<file path="config.mk">
export PLATFORM = sky130hd
export DESIGN_NAME = wide_add_seq
export DESIGN_NICKNAME = d
export VERILOG_FILES = /design/src/rtl/wide_add_pkg.sv /design/src/rtl/wide_add_seq.sv
export SDC_FILE = /design/constraint.sdc
export NUM_CORES = 1
export LEC_CHECK = 0
export CAP_MARGIN = 20
export CORE_AREA = 2 2 225 227
export CTS_CLUSTER_DIAMETER = 200
export DETAILED_ROUTE_END_ITERATION = 6
export DIE_AREA = 0 0 227 229
export DONT_BUFFER_PORTS = 1
export GPL_TIMING_DRIVEN = 0
export PLACE_DENSITY = 0.48
export SYNTH_ARGS = -nofsm -noshare
export SYNTH_HDL_FRONTEND = slang
export SYNTH_SLANG_ARGS = --single-unit
</file>
<file path="constraint.sdc">
create_clock -name clk -period 23.9 [get_ports clk]
set_input_delay 4.78 -clock clk [delete_from_list [all_inputs] [get_ports clk]]
set_output_delay 4.78 -clock clk [all_outputs]
set_load 0.03 [all_outputs]
</file>
<file path="src/rtl/wide_add_pkg.sv">
// Shared types and helpers for the wide sequential adder front-end.
package wide_add_pkg;

    typedef enum logic [1:0] {
        ST_IDLE = 2'd0,
        ST_RUN  = 2'd1,
        ST_DONE = 2'd2
    } state_e;

    localparam int unsigned WORD_W_DEFAULT = 64;

    function automatic int unsigned idx_width(input int unsigned n);
        return (n <= 1) ? 1 : $clog2(n);
    endfunction

endpackage

</file>
<file path="src/rtl/wide_add_seq.sv">
// Feeds a combinational word adder one word per cycle (LSW first), chaining
// the carry, and collects the wide sum behind a valid/ready handshake.
module wide_add_seq
    import wide_add_pkg::*;
#(
    parameter int unsigned WORD_W    = WORD_W_DEFAULT,
    parameter int unsigned NUM_WORDS = 2
) (
    input  logic                        clk,
    input  logic                        rst,
    input  logic                        in_valid,
    output logic                        in_ready,
    input  logic [WORD_W*NUM_WORDS-1:0] op_a,
    input  logic [WORD_W*NUM_WORDS-1:0] op_b,
    input  logic                        op_cin,
    output logic [WORD_W-1:0]           add_a,
    output logic [WORD_W-1:0]           add_b,
    output logic                        add_cin,
    input  logic [WORD_W-1:0]           add_sum,
    input  logic                        add_cout,
    output logic                        out_valid,
    input  logic                        out_ready,
    output logic [WORD_W*NUM_WORDS-1:0] result,
    output logic                        result_cout
);

    localparam int unsigned IDX_W = idx_width(NUM_WORDS);
    localparam logic [IDX_W-1:0] LAST_IDX = IDX_W'(NUM_WORDS - 1);

    state_e                      state_q, state_d;
    logic [IDX_W-1:0]            idx_q, idx_d;
    logic                        carry_q, carry_d;
    logic [WORD_W*NUM_WORDS-1:0] opa_q, opa_d;
    logic [WORD_W*NUM_WORDS-1:0] opb_q, opb_d;
    logic [WORD_W*NUM_WORDS-1:0] res_q, res_d;
    logic                        rcout_q, rcout_d;
    logic [IDX_W-1:0]            sel;

    always_ff @(posedge clk or posedge rst) begin
        if (rst) begin
            state_q <= ST_IDLE;
        end else begin
            state_q <= state_d;
        end
    end

    always_ff @(posedge clk or posedge rst) begin
        if (rst) begin
            idx_q   <= '0;
            carry_q <= 1'b0;
            opa_q   <= '0;
            opb_q   <= '0;
            res_q   <= '0;
            rcout_q <= 1'b0;
        end else begin
            idx_q   <= idx_d;
            carry_q <= carry_d;
            opa_q   <= opa_d;
            opb_q   <= opb_d;
            res_q   <= res_d;
            rcout_q <= rcout_d;
        end
    end

    // The final carry-out goes to result_cout only, so carry_q (and add_cin)
    // keeps the last word's carry-in while DONE holds the adder inputs.
    always_comb begin
        state_d = state_q;
        idx_d   = idx_q;
        carry_d = carry_q;
        opa_d   = opa_q;
        opb_d   = opb_q;
        res_d   = res_q;
        rcout_d = rcout_q;
        case (state_q)
            ST_IDLE: begin
                if (in_valid) begin
                    opa_d   = op_a;
                    opb_d   = op_b;
                    carry_d = op_cin;
                    idx_d   = '0;
                    state_d = ST_RUN;
                end
            end
            ST_RUN: begin
                res_d[int'(idx_q)*WORD_W +: WORD_W] = add_sum;
                if (idx_q == LAST_IDX) begin
                    rcout_d = add_cout;
                    idx_d   = '0;
                    state_d = ST_DONE;
                end else begin
                    carry_d = add_cout;
                    idx_d   = idx_q + IDX_W'(1);
                end
            end
            ST_DONE: begin
                if (out_ready) begin
                    state_d = ST_IDLE;
                end
            end
            default: state_d = ST_IDLE;
        endcase
    end

    assign sel = (state_q == ST_DONE) ? LAST_IDX : idx_q;

    always_comb begin
        add_a   = '0;
        add_b   = '0;
        add_cin = 1'b0;
        if (state_q != ST_IDLE) begin
            add_a   = opa_q[int'(sel)*WORD_W +: WORD_W];
            add_b   = opb_q[int'(sel)*WORD_W +: WORD_W];
            add_cin = carry_q;
        end
    end

    assign in_ready    = (state_q == ST_IDLE);
    assign out_valid   = (state_q == ST_DONE);
    assign result      = res_q;
    assign result_cout = rcout_q;

endmodule

</file>
==> Word level (Yosys, flattened, before mapping) <==
Cells that the tools add are included.
W data, S select, Z words.
{ "word_totals": {"regBits": 389, "inputBits": 326, "word_cells": 42} }
{ "classes": {"addsub": 2, "eq_ne": 6, "n_shift": 4, "muxes": 15, "n_reduce_logical": 8} }
{ "ops": {"columns": ["operator", "n"], "rows": [
  ["$shiftx A128 B8 Y64", 2],
  ["$bwmux W128", 1],
  ["$mux W64", 2],
  ["$shift A64 B34 Y128 const A", 1],
  ["$shiftx A64 B34 Y128", 1],
  ["$neg A7 Y34", 1],
  ["$mux W1", 6],
  ["$mux W2", 3],
  ["$ne A2 B2 Y1 const B", 3],
  ["$pmux W2 S3", 1],
  ["$reduce_and A2 Y1", 3],
  ["$reduce_and A3 Y1", 2],
  ["$pmux W1 S2", 2],
  ["$reduce_bool A2 Y1", 2],
  ["$eq A2 B1 Y1 const B", 1],
  ["$eq A2 B2 Y1 const B", 1],
  ["$logic_not A2 Y1", 1],
  ["$ne A2 B1 Y1 const B", 1],
  ["$add A1 B1 Y1 const B", 1]
]} }

==> Longest topological paths before layout <==
Gate-level depths: netlist (run 1).
{ "logic_depth": {"ltp_word": 4, "mapped_depth": 6, "depth_no_buf": 4} }

==> Worst setup path before layout (run 1) <==
Ideal clock, no wire load.
{ "synth_path": {"kind": "flip-flop to output port", "start": "register state_q[0]", "end": "output port add_a[54]", "arrival_ns": 1.787, "required_ns": 19.120, "setup_slack_ns": 17.333, "stages_incl_launch_ff": 7, "n_path_buf": 2, "path_cell_list": "dfrtp_1 > nand2b_1 > inv_1 > clkbuf_1 > buf_2 > o21ai_0 > a21oi_1"} }
{ "synth_between": {"elab_chain_cells": 4} }
{ "synth_rtl": {"columns": ["item", "line_no", "source"], "rows": [
  ["start: declaration", "wide_add_seq.sv:30", "state_e state_q, state_d;"],
  ["start signal: assignment", "wide_add_seq.sv:43", "state_q <= state_d;"],
  ["$eq A2 B2 Y1", null, null],
  ["via out_valid", "wide_add_seq.sv:21", "output logic out_valid,"],
  ["$mux W1", "wide_add_seq.sv:105", "assign sel = (state_q == ST_DONE) ? LAST_IDX : idx_q;"],
  ["$shiftx A128 B8 Y64", "wide_add_seq.sv:112", "add_a = opa_q[int'(sel)*WORD_W +: WORD_W];"],
  ["$mux W64", "wide_add_seq.sv:111", "if (state_q != ST_IDLE) begin"],
  ["end: declaration", "wide_add_seq.sv:16", "output logic [WORD_W-1:0] add_a,"]
]} }
The timed path passes the listed nets, and every way through them passes these cells.

==> Final worst setup path (run 1) <==
{ "layout_path": {"start": "register idx_q", "end": "output port add_a[62]"} }
{ "layout_between": {"elab_chain_cells": 3} }
{ "layout_rtl": {"columns": ["item", "line_no", "source"], "rows": [
  ["start: declaration", "wide_add_seq.sv:31", "logic [IDX_W-1:0] idx_q, idx_d;"],
  ["start signal: assignment", "wide_add_seq.sv:56", "idx_q <= idx_d;"],
  ["$mux W1", "wide_add_seq.sv:105", null],
  ["$shiftx A128 B8 Y64", "wide_add_seq.sv:112", null],
  ["$mux W64", "wide_add_seq.sv:111", null]
]} }
No other way between the ends.

==> results of run 1 <==
-- per-stage QoR --
step                      std cells  cell area (um2)
after detailed placement       1965            17700
after global routing           2063            19300
after floorplan                1289            16700
after CTS                      2047            19200
after global placement         1961            17600
final                          2069            19300
-- flip-flops by register name, indices dropped and copies added (netlist names) --
register / cells
opa_q: 128
result_cout: 1
idx_q: 1
opb_q: 128
result: 128
state_q: 2
carry_q: 1
-- area by class of cell --
cell class / instances / area share (%)
Clock inverter: 12 / 0.785
Multi-Input combinational cell: 784 / 32.9
Timing Repair Buffer: 4 / 0.571
Sequential cell: 389 / 50.5
Clock buffer: 70 / 7.17
Inverter: 3 / 0.0973
Buffer: 113 / 3.30
Antenna cell: 22 / 0.286
Tap cell: 672 / 4.36
-- final timing paths --
kind | from | to | slack [ns] | cells after the start
max in group asynchronous | rst | opb_q[41]$_DFFE_PP0P_ | 18.38 | 3
worst min-delay path | opb_q[103]$_DFFE_PP0P_ | opb_q[103]$_DFFE_PP0P_ | 0.48 | 1
min in group asynchronous | rst | result[52]$_DFFE_PP0P_ | 4.11 | 1
worst max-delay path | idx_q$_DFFE_PP0P_ | add_a[62] | 15.76 | 6
worst max register to register | idx_q$_DFFE_PP0P_ | result[64]$_DFFE_PP0P_ | 21.59 | 5
worst min register to register | opb_q[103]$_DFFE_PP0P_ | opb_q[103]$_DFFE_PP0P_ | 0.48 | 1
-- metal layers --
| metal | wire (um) | global-route usage, % | up-vias |
|---|---|---|---|
| li1 | - | - | 4741 |
| met1 | 21200 | 23.6 | 5568 |
| met2 | 27000 | 34.8 | 429 |
| met3 | 5810 | 9.79 | 82 |
| met4 | 913 | 4.49 | 20 |
| met5 | 123 | 0 | - |
-- cells by family after synthesis --
group / count (synthesis) / share of synthesized area [%]
compound gates: 260 / 7.81
simple gates: 139 / 4.25
flops: 389 / 58.2
mux: 385 / 25.9
buf+inv: 116 / 3.87
-- report_power, final --
part	internal [W]	switching [W]
clock	0.000430	0.000283
sequential	0.000999	0.000432
combinational	0.000495	0.000978
-- cell usage in the layout (no fill, tap or decap), drive strengths merged --
cell and n:
a21oi 129, and2 1, buf 64, bufinv 3, clkbuf 123, clkinv 6
clkinvlp 2, dfrtp 389, diode 22, inv 4, mux2 385, nand2b 2
nand3 128, nand3b 1, nor2 3, nor2b 1, nor3b 2, o21ai 130
o32a 1, or2 1
-- critical path, cell delays in order (launching register included) --
cell and delay [ns]:
dfrtp_1 0.55, buf_2 0.34, inv_1 0.11, buf_2 0.24, clkbuf_1 0.56, nand3_1 0.20
a21oi_1 0.78
==> results.yml, run 1 <==
outcome:
  status: "finished, final reports clean"
finish:
  drive_gt1_share_pct: 22.8
  final_net_count: 1666
  fin_util_pct: 38.8
  nFillCells: 4856
  seqCellArea_um2: 9730
  multiInputGateArea_um2: 6350
  area_growth_pct: 15.2
yosys:
  ys_seq_area_share_pct: 58.2
  netlist_area_um2: 16700
  yosysWarnings: 0
  yosysMostFrequentCell: "dfrtp_1"
  synth.largest_area_cell: "dfrtp_1"
  yosys_register_bits: 389
  synth_edf_count: 0
  yosysTopAreaCellShare_pct: 58.2
  ys.flop_type: "dfrtp_1"
  syn-num-nets: 1615
  syn_area_per_cell_um2: 13.0
  synthArstFlopShare_pct: 100
  yosys-top-cells-area: "dfrtp_1 (58%), mux2_1 (13%), mux2_2 (12%), o21ai_0 (3.9%), a21oi_1 (3.9%)"
  ys_types: 21
  netlist_top_cells_count: "dfrtp_1 (389), mux2_1 (200), mux2_2 (185)"
  syn_inst: 1289
cts:
  tritoncts: "done"
  clk_pin_slew_ns: 0.06
  clkSinkCount: 389
  cts_resized: 0
  root_buffer: "clkbuf_16"
  post_cts_buffers: 0
  worstSkewPairLatency_ns: 0.58
  cts_htree_levels: 2
  clockBufferDepth: 3
  numCtsBuffers: 45
  cts.hold.buffers_added: 0
route:
  ant_nets: 0
  drt_iter0_markers: 487
  routed_wirelength_um: 55100
  avgRoutedWirePerCell_um: 26.6
  num_vias: 10800
  drtPass1Iterations: 5
  viasPerCell: 5.24
  drc: 0
critical_path:
  crit_type: "flop to output pin"
  end_kind: "output pin"
  critical_path_peak_fanout: 10
  required_ns: 19.12
  crit_arrival_ns: 3.36
  cp-start-kind: "flop"
pwr:
  p_total_w: 0.00362
  vdd_drop_max_uv: 89.3
  p_leak_nw: 7.86
  cellPowerDensity_nw_per_um2: 188
placed_design:
  port_buffers: 0
  dp_hpwl_um: 40800
  pre_cts_ws_ns: 16.22
  gp_congestion: 0.805
sta:
  setup_slack_ns: 15.76
  worst_pin_slew_ns: 1.05
  finalClockSkew_ns: 0.0219
  finalCritPeriodShare_pct: 34.0
  tns_ns: 0
  rsz0062_at_grt: "false"
  setup_viol: 0
  max_freq_mhz: 123
  finalHoldViolations: 0
  holdWs_ns: 0.480
  maxSlewViolCount: 0
  relSlewSlack_pct: 30.4
  period_needed_ns: 8.14
floorplan:
  ios: 586
  initial_core_util_pct: 33.7
  dieArea_um2: 52000
  fp.dieW_um: 227
  fp.dieH_um: 229
  fp.coreArea_um2: 49700
  row_count: 82
global_routing:
  grtUsageTotal_pct: 20.6
  grt_first_pass_wirelength_um: 78700
  grt-ovfl-total: 0
  grt_max_degree: 123
  antenna_found_initial: 32
  grt_pass1_vias: 11500
flow_run:
  maxCapViolCount: 0
hold_path:
  hold_path_class: "flop to flop"
No activity file was read; power rests on OpenSTA's default activity.
==> inputs of run 2 (changes only) <==
--- a/config.mk
+++ b/config.mk
@@ -6,13 +6,13 @@
 export NUM_CORES = 1
 export LEC_CHECK = 0
 export CAP_MARGIN = 20
-export CORE_AREA = 2 2 225 227
+export CORE_AREA = 2 2 227 229
 export CTS_CLUSTER_DIAMETER = 200
 export DETAILED_ROUTE_END_ITERATION = 6
-export DIE_AREA = 0 0 227 229
+export DIE_AREA = 0 0 229 231
 export DONT_BUFFER_PORTS = 1
 export GPL_TIMING_DRIVEN = 0
-export PLACE_DENSITY = 0.48
+export PLACE_DENSITY = 0.49
 export SYNTH_ARGS = -nofsm -noshare
 export SYNTH_HDL_FRONTEND = slang
 export SYNTH_SLANG_ARGS = --single-unit
==> constraint.sdc (replaced) <==
create_clock -name clk -period 7.4 [get_ports clk]
set_input_delay 1.48 -clock clk [delete_from_list [all_inputs] [get_ports clk]]
set_output_delay 1.48 -clock clk [all_outputs]
set_load 0.03 [all_outputs]
==> results.yml, run 2 (synthesis gave the netlist of run 1 again) <==
finish:
  nFillCells: 5000
  final_common_cell: "dfrtp_1"
  fin_cells: 2083
  drive_gt1_share_pct: 23.3
  final_cell_mix: "dfrtp_1 (389), mux2_1 (200), mux2_2 (185), o21ai_0 (130), a21oi_1 (129)"
  area_growth_pct: 15.9
  fin_util_pct: 38.3
  final_net_count: 1675
floorplan:
  ios: 586
  fp.dieH_um: 231
  fp.dieW_um: 229
  dieArea_um2: 52900
  fp.coreArea_um2: 50700
  initial_core_util_pct: 33.0
  row_count: 83
sta:
  setup_viol: 0
  maxSlewViolCount: 0
  setup_slack_ns: 2.59
  worst_pin_slew_ns: 1.02
  finalClockSkew_ns: 0.0215
  max_freq_mhz: 208
  finalHoldViolations: 0
  period_needed_ns: 4.81
  holdWs_ns: 0.480
  finalCritPeriodShare_pct: 65.1
  relSlewSlack_pct: 32.4
  rsz0062_at_grt: "false"
cts:
  root_buffer: "clkbuf_16"
  worstSkewPairLatency_ns: 0.57
  clk_pin_slew_ns: 0.06
  clockBufferDepth: 3
  post_cts_buffers: 0
  numCtsBuffers: 46
  cts_htree_levels: 2
  cts.hold.buffers_added: 0
  clkSinkCount: 389
  cts_resized: 0
  tritoncts: "done"
global_routing:
  grt_max_degree: 43
  grt_pass1_vias: 11500
  antenna_found_initial: 35
  grt_first_pass_wirelength_um: 79300
  grt-ovfl-total: 0
  grtUsageTotal_pct: 20.1
critical_path:
  critPathLaunch: "idx_q$_DFFE_PP0P_"
  required_ns: 5.92
  critical_path_peak_fanout: 10
  crit_type: "flop to output pin"
  crit_arrival_ns: 3.33
  cp-start-kind: "flop"
  r2r_start: "idx_q$_DFFE_PP0P_"
  end_kind: "output pin"
route:
  viasPerCell: 5.24
  wl_met2_um: 26400
  top_layer_used: "met5"
  num_vias: 10900
  avgRoutedWirePerCell_um: 26.4
  met3_length_um: 5960
  drtPass1Iterations: 5
  ant_nets: 0
  drt_iter0_markers: 624
  met1Wirelength_um: 21100
  drc: 0
  routed_wirelength_um: 55000
hold_path:
  hold_path_class: "flop to flop"
  min_from: "opb_q[101]$_DFFE_PP0P_"
placed_design:
  gp_congestion: 0.840
  port_buffers: 0
  pre_cts_ws_ns: 3.03
  dp_cells: 1981
  dp_hpwl_um: 41500
flow_run:
  maxCapViolCount: 0
pwr:
  p_leak_nw: 7.92
  cellPowerDensity_nw_per_um2: 602
  vdd_drop_max_uv: 284
outcome:
  status: "finished, final reports clean"
run 2: routing by layer:
layer | GRT usage (%) | vias up
li1 | - | 4773
met5 | 0 | -
met2 | 32.8 | 452
met3 | 9.07 | 101
met1 | 23.7 | 5562
met4 | 6.51 | 26
run 2: area by class of cell:
class                   instances  area, um2  share of cell area (%)
plain buffers                 113        636                    3.28
repair buffers                 12        239                    1.23
clock inverters                10       67.6                   0.348
flip-flops and latches        389       9730                    50.2
multi-input cells             784       6350                    32.7
well taps                     680        851                    4.39
clock buffers                  73       1460                    7.51
inverters                       3       15.0                  0.0774
diodes                         19       47.5                   0.245
run 2: stage by stage:
stage	cell area, um2	TNS [ns]	power [W]
finish	19400	0	0.0117
detailed placement	17800	0	0.00952
global placement	17600	-626.99	0.00940
global route	19400	0	0.0124
CTS	19400	0	0.0118
floorplan	16700	0	0.00820
run 2: worst max-delay path: stages, from the launching register on:
cell and delay, ns:
dfrtp_1 0.55, buf_2 0.34, inv_1 0.10, buf_2 0.40
clkbuf_1 0.47, nand3_1 0.14, a21oi_1 0.75
run 2: power by group:
part           switching (W)  total, W  internal [W]
logic                0.00318   0.00479       0.00161
clock network       0.000915   0.00226       0.00135
registers            0.00140   0.00463       0.00323
total                0.00549    0.0117       0.00619
run 2: path summary, 6_finish.rpt:
path | cells after the start | slack, ns | end
hold / removal | 1 | 0.48 | opb_q[101]$_DFFE_PP0P_
setup reg to reg | 5 | 5.16 | result[68]$_DFFE_PP0P_
min in group asynchronous | 1 | 0.92 | result[94]$_DFFE_PP0P_
max in group asynchronous | 5 | 5.00 | opb_q[38]$_DFFE_PP0P_
setup / recovery | 6 | 2.59 | add_b[60]
hold reg to reg | 1 | 0.48 | opb_q[101]$_DFFE_PP0P_
==> inputs of run 3 (changes only) <==
--- a/config.mk
+++ b/config.mk
@@ -6,13 +6,13 @@
 export NUM_CORES = 1
 export LEC_CHECK = 0
 export CAP_MARGIN = 20
-export CORE_AREA = 2 2 227 229
+export CORE_AREA = 2 2 225 227
 export CTS_CLUSTER_DIAMETER = 200
 export DETAILED_ROUTE_END_ITERATION = 6
-export DIE_AREA = 0 0 229 231
+export DIE_AREA = 0 0 227 229
 export DONT_BUFFER_PORTS = 1
 export GPL_TIMING_DRIVEN = 0
-export PLACE_DENSITY = 0.49
+export PLACE_DENSITY = 0.48
 export SYNTH_ARGS = -nofsm -noshare
 export SYNTH_HDL_FRONTEND = slang
 export SYNTH_SLANG_ARGS = --single-unit
==> constraint.sdc (replaced) <==
create_clock -name clk -period 4.5 [get_ports clk]
set_input_delay 0.9 -clock clk [delete_from_list [all_inputs] [get_ports clk]]
set_output_delay 0.9 -clock clk [all_outputs]
set_load 0.03 [all_outputs]
==> results.yml, run 3 (synthesis gave the netlist of run 1 again) <==
critical_path:
  crit_type: "flop to output pin"
  rrSetupSlack_ns: 2.25
  r2r_start: "idx_q$_DFFE_PP0P_"
  slowest_stage: "a21oi_1"
  critical_path_peak_fanout: 10
  r2r-end: "result[66]$_DFFE_PP0P_"
  end_kind: "output pin"
  cp_top_family: "buffers and inverters"
  crit_buf_inv: 4
  r2r_cells: 5
  cp-start-kind: "flop"
  path_cells: "buf_2 -> inv_1 -> buf_2 -> clkbuf_1 -> nand3_1 -> a21oi_1"
  path_common_cell: "buf_2"
  crit_arrival_ns: 3.27
  required_ns: 3.60
  max_stage_delay_ns: 0.82
floorplan:
  ios: 586
  fp.coreArea_um2: 49700
  dieArea_um2: 52000
  fp.dieH_um: 229
  row_count: 82
  fp.dieW_um: 227
  initial_core_util_pct: 33.7
finish:
  drive_gt1_share_pct: 23.1
  final_cell_mix: "dfrtp_1 (389), mux2_1 (200), mux2_2 (185), o21ai_0 (130), a21oi_1 (129)"
  multiInputGateArea_um2: 6350
  final_common_cell: "dfrtp_1"
  area_growth_pct: 16.0
  nFillCells: 4891
  stdcell_area_um2: 19400
  seqCellArea_um2: 9730
  final_net_count: 1675
sta:
  setup_viol: 0
  finalCritPeriodShare_pct: 92.6
  rsz0062_at_grt: "false"
  maxSlewViolCount: 0
  tns_ns: 0
  finalHoldViolations: 0
  max_freq_mhz: 240
  period_needed_ns: 4.17
  setup_slack_ns: 0.335
  finalClockSkew_ns: 0.0236
  relSlewSlack_pct: 32.0
  worst_pin_slew_ns: 1.02
route:
  drc: 0
  ant_nets: 0
  routed_wirelength_um: 55300
  drtPass1Iterations: 5
  avgRoutedWirePerCell_um: 26.6
  viasPerCell: 5.21
  num_vias: 10800
  drt_iter0_markers: 618
placed_design:
  port_buffers: 0
  placedInstanceArea_um2: 17800
  dp_hpwl_um: 41800
  pre_cts_ws_ns: 0.771
  gp_congestion: 0.807
cts:
  cts.hold.buffers_added: 0
  numCtsBuffers: 46
  root_buffer: "clkbuf_16"
  clockBufferDepth: 3
  cts_htree_levels: 2
  clkSinkCount: 389
  cts_resized: 0
  worstSkewPairLatency_ns: 0.57
  post_cts_buffers: 0
  clk_pin_slew_ns: 0.06
  tritoncts: "done"
global_routing:
  grt-ovfl-total: 0
  antenna_found_initial: 41
  grt_first_pass_wirelength_um: 79300
  grtUsageTotal_pct: 20.8
  grt_max_degree: 43
  grt_pass1_vias: 11800
flow_run:
  maxCapViolCount: 0
pwr:
  p_total_w: 0.0193
  cellPowerDensity_nw_per_um2: 992
  vdd_drop_max_uv: 497
  p_leak_nw: 7.92
outcome:
  status: "finished, final reports clean"
hold_path:
  hold_path_class: "primary input to async pin"
[run 3: changes by cell type in the layout (fill, tap and decap cells not counted), sizes merged]
| cell | before | now |
|---|---|---|
| clkinv | 8 | 4 |
| bufinv | 0 | 4 |
| inv | 3 | 4 |
| diode | 19 | 22 |
| clkbuf | 126 | 122 |
[run 3: worst max-delay path by stage]
stage                      startpoint                      to  depth (start not counted)
global placement                  rst  opb_q[107]$_DFFE_PP0P_                          1
global route        idx_q$_DFFE_PP0P_               add_a[60]                          6
floorplan                         rst     carry_q$_DFFE_PP0P_                          1
CTS                 idx_q$_DFFE_PP0P_               add_a[60]                          6
detailed placement  idx_q$_DFFE_PP0P_               add_a[60]                          6
finish              idx_q$_DFFE_PP0P_                add_b[0]                          6
[run 3: per-layer routing]
layer	wire length [um]	vias up	track usage, %	share of wire [%]
li1	-	4768	-	-
met1	21100	5488	23.6	38
met2	26700	420	34.4	48
met3	6090	97	9.80	11
met4	1230	36	6.66	2.2
met5	232	-	0	0.42
[run 3: where the power goes]
part           switching (W)  internal [W]  leakage (nW)
registers            0.00231       0.00531          4.56
clock network        0.00149       0.00232         0.753
logic                0.00521       0.00263          2.61
[run 3: final cells by class]
class | instances | area share [%]
Timing Repair Buffer | 12 | 1.25
Multi-Input combinational cell | 784 | 32.7
Sequential cell | 389 | 50.2
Buffer | 113 | 3.27
Antenna cell | 22 | 0.284
Tap cell | 672 | 4.33
Inverter | 3 | 0.0774
Clock inverter | 11 | 0.851
Clock buffer | 69 | 7.05
[run 3: worst reg2reg max path, delay by kind of cell, from the launching register on]
family | cells | cell delay [ns]
buf+inv | 3 | 0.96
flops | 1 | 0.54
mux | 1 | 0.38
simple gates | 1 | 0.24
[run 3: stage by stage]
| step | instances | hold slack, ns | util [%] |
|---|---|---|---|
| floorplan | 1289 | 0.451 | - |
| global placement | 1961 | 0.461 | 35.4 |
| detailed placement | 1973 | 0.469 | 35.9 |
| CTS | 2053 | 0.241 | 39.0 |
| global route | 2068 | 0.284 | 39.1 |
| finish | 2075 | 0.268 | 39.1 |
==> patch, RTL diff (flow settings as in run 1) <==
The 3 states of `state_e` get a one-hot encoding in 3 bits.
--- a/src/rtl/wide_add_pkg.sv
+++ b/src/rtl/wide_add_pkg.sv
@@ -1,10 +1,10 @@
 // Shared types and helpers for the wide sequential adder front-end.
 package wide_add_pkg;
 
-    typedef enum logic [1:0] {
-        ST_IDLE = 2'd0,
-        ST_RUN  = 2'd1,
-        ST_DONE = 2'd2
+    typedef enum logic [2:0] {
+        ST_IDLE = 3'b001,
+        ST_RUN  = 3'b010,
+        ST_DONE = 3'b100
     } state_e;
 
     localparam int unsigned WORD_W_DEFAULT = 64;
Check against the original RTL: no difference found for any inputs over 4 cycles, from zero or initial values and one cycle with rst high; so few cycles prove little.
==> patch against run 1 <==
- register-to-register slack better by 0.18 ns
- area after synthesis up 2.8%
- worst setup slack worse by 0.30 ns
- final cell count up 31%
- clock skew down 0.0048 ns
- sequential cell count up 1
- sequential share of layout area down 1.1 points
- clock power up 3.9%
- non-clock buffer count up 11
- power down 4.3%
- routed wire length up 2.7%
- die area unchanged
- design area up 2.4%
==> patch: results (changes against run 1) <==
[status]
status = finished, final reports clean

[cells_and_area]
layout-drive-gt1-share = 0.0974  ; -0.130
nMultiInputCombCells = 1431  ; +83%
nFillCells = 5103  ; +5.1%
clock_area_frac = 0.0813  ; +0.00177
multi_input_area_mm2 = 0.00683  ; +7.5%
fin_nets = 2326  ; +40%
diodes = 3  ; -86%
nonClockBufferCount = 128  ; +9.4%
nClkBuffers = 65  ; -7.1%
areaGrowthSynthToFinish_pct = 14.8
final-nonclk-buf-share = 0.0348  ; -0.00384
regArea_mm2 = 0.00976  ; +0.27%

[clock_tree]
cts_made_buffers = 46  ; +2.2%

[yosys]
synthTopCellsByArea = dfrtp_1, nand2_1, mux2i_1, mux2_4, mux2_1
synth_mux_area_frac = 0.123  ; -0.136
synth_area_mm2 = 0.0172  ; +2.8%
ys_seq_area_frac = 0.567  ; -0.0143
synth_cell_types = 27  ; +29%
synth_compound_area_frac = 0.00167  ; -0.0764
synth_nets = 2274  ; +41%

[drt]
wire_per_inst_um = 20.9  ; -22%
drtIter0Drc = 785  ; +61%
viasPerCell = 4.77  ; -9.0%

[worst_setup_path]
critPathLaunch = state_q[0]
slowest_delay_ns = 0.82  ; +0.04 ns
arrival_ns = 3.66  ; +0.30 ns
r2r_setup_slack_ns = 21.77  ; +0.18 ns
r2r_end = opb_q[47]
reg2regPathDepth = 7  ; +2
critPathSlowestCell = mux2i_1
r2r_start = state_q[1]
crit_path_end = add_a[41]

[place]
gp_congestion = 0.871  ; +8.3%
place_inst = 2623  ; +33%
place_ws_ns = 15.99  ; -0.229 ns
postPlaceCellArea_mm2 = 0.0181  ; +2.5%

[sta]
fmax_mhz = 119  ; -3.6%

[global_routing]
antenna_found_initial = 9  ; -72%
grt_max_degree = 127  ; +3.3%

==> patch: how the worst min path moves through the flow <==
stage | start | slack [ns] | end | cells past startpoint
after detailed placement | opb_q[111] | 0.46 | opb_q[111] | 2
after global routing | opa_q[115] | 0.49 | opa_q[115] | 2
after floorplan | opa_q[0] | 0.45 | opa_q[0] | 2
final | opa_q[59] | 0.47 | opa_q[59] | 2
after CTS | opa_q[98] | 0.48 | opa_q[98] | 2
after global placement | opa_q[87] | 0.46 | opa_q[87] | 2
==> patch: power groups by stage <==
stage,clock (mW),sequential (mW),combinational [mW]
2_1_floorplan,0,1.32,1.05
3_3_place_gp,0,1.39,1.34
3_5_place_dp,0,1.39,1.36
4_1_cts,0.759,1.38,1.36
5_1_grt,0.784,1.42,1.49
6_report,0.741,1.38,1.34
==> patch: per-layer routing <==
layer	global-route usage	vias up	wire (um)
met2	0.356	452	27000
met3	0.0856	104	5650
met4	0.0766	12	1770
li1	-	6122	-
met5	0	-	81
met1	0.250	6222	22100
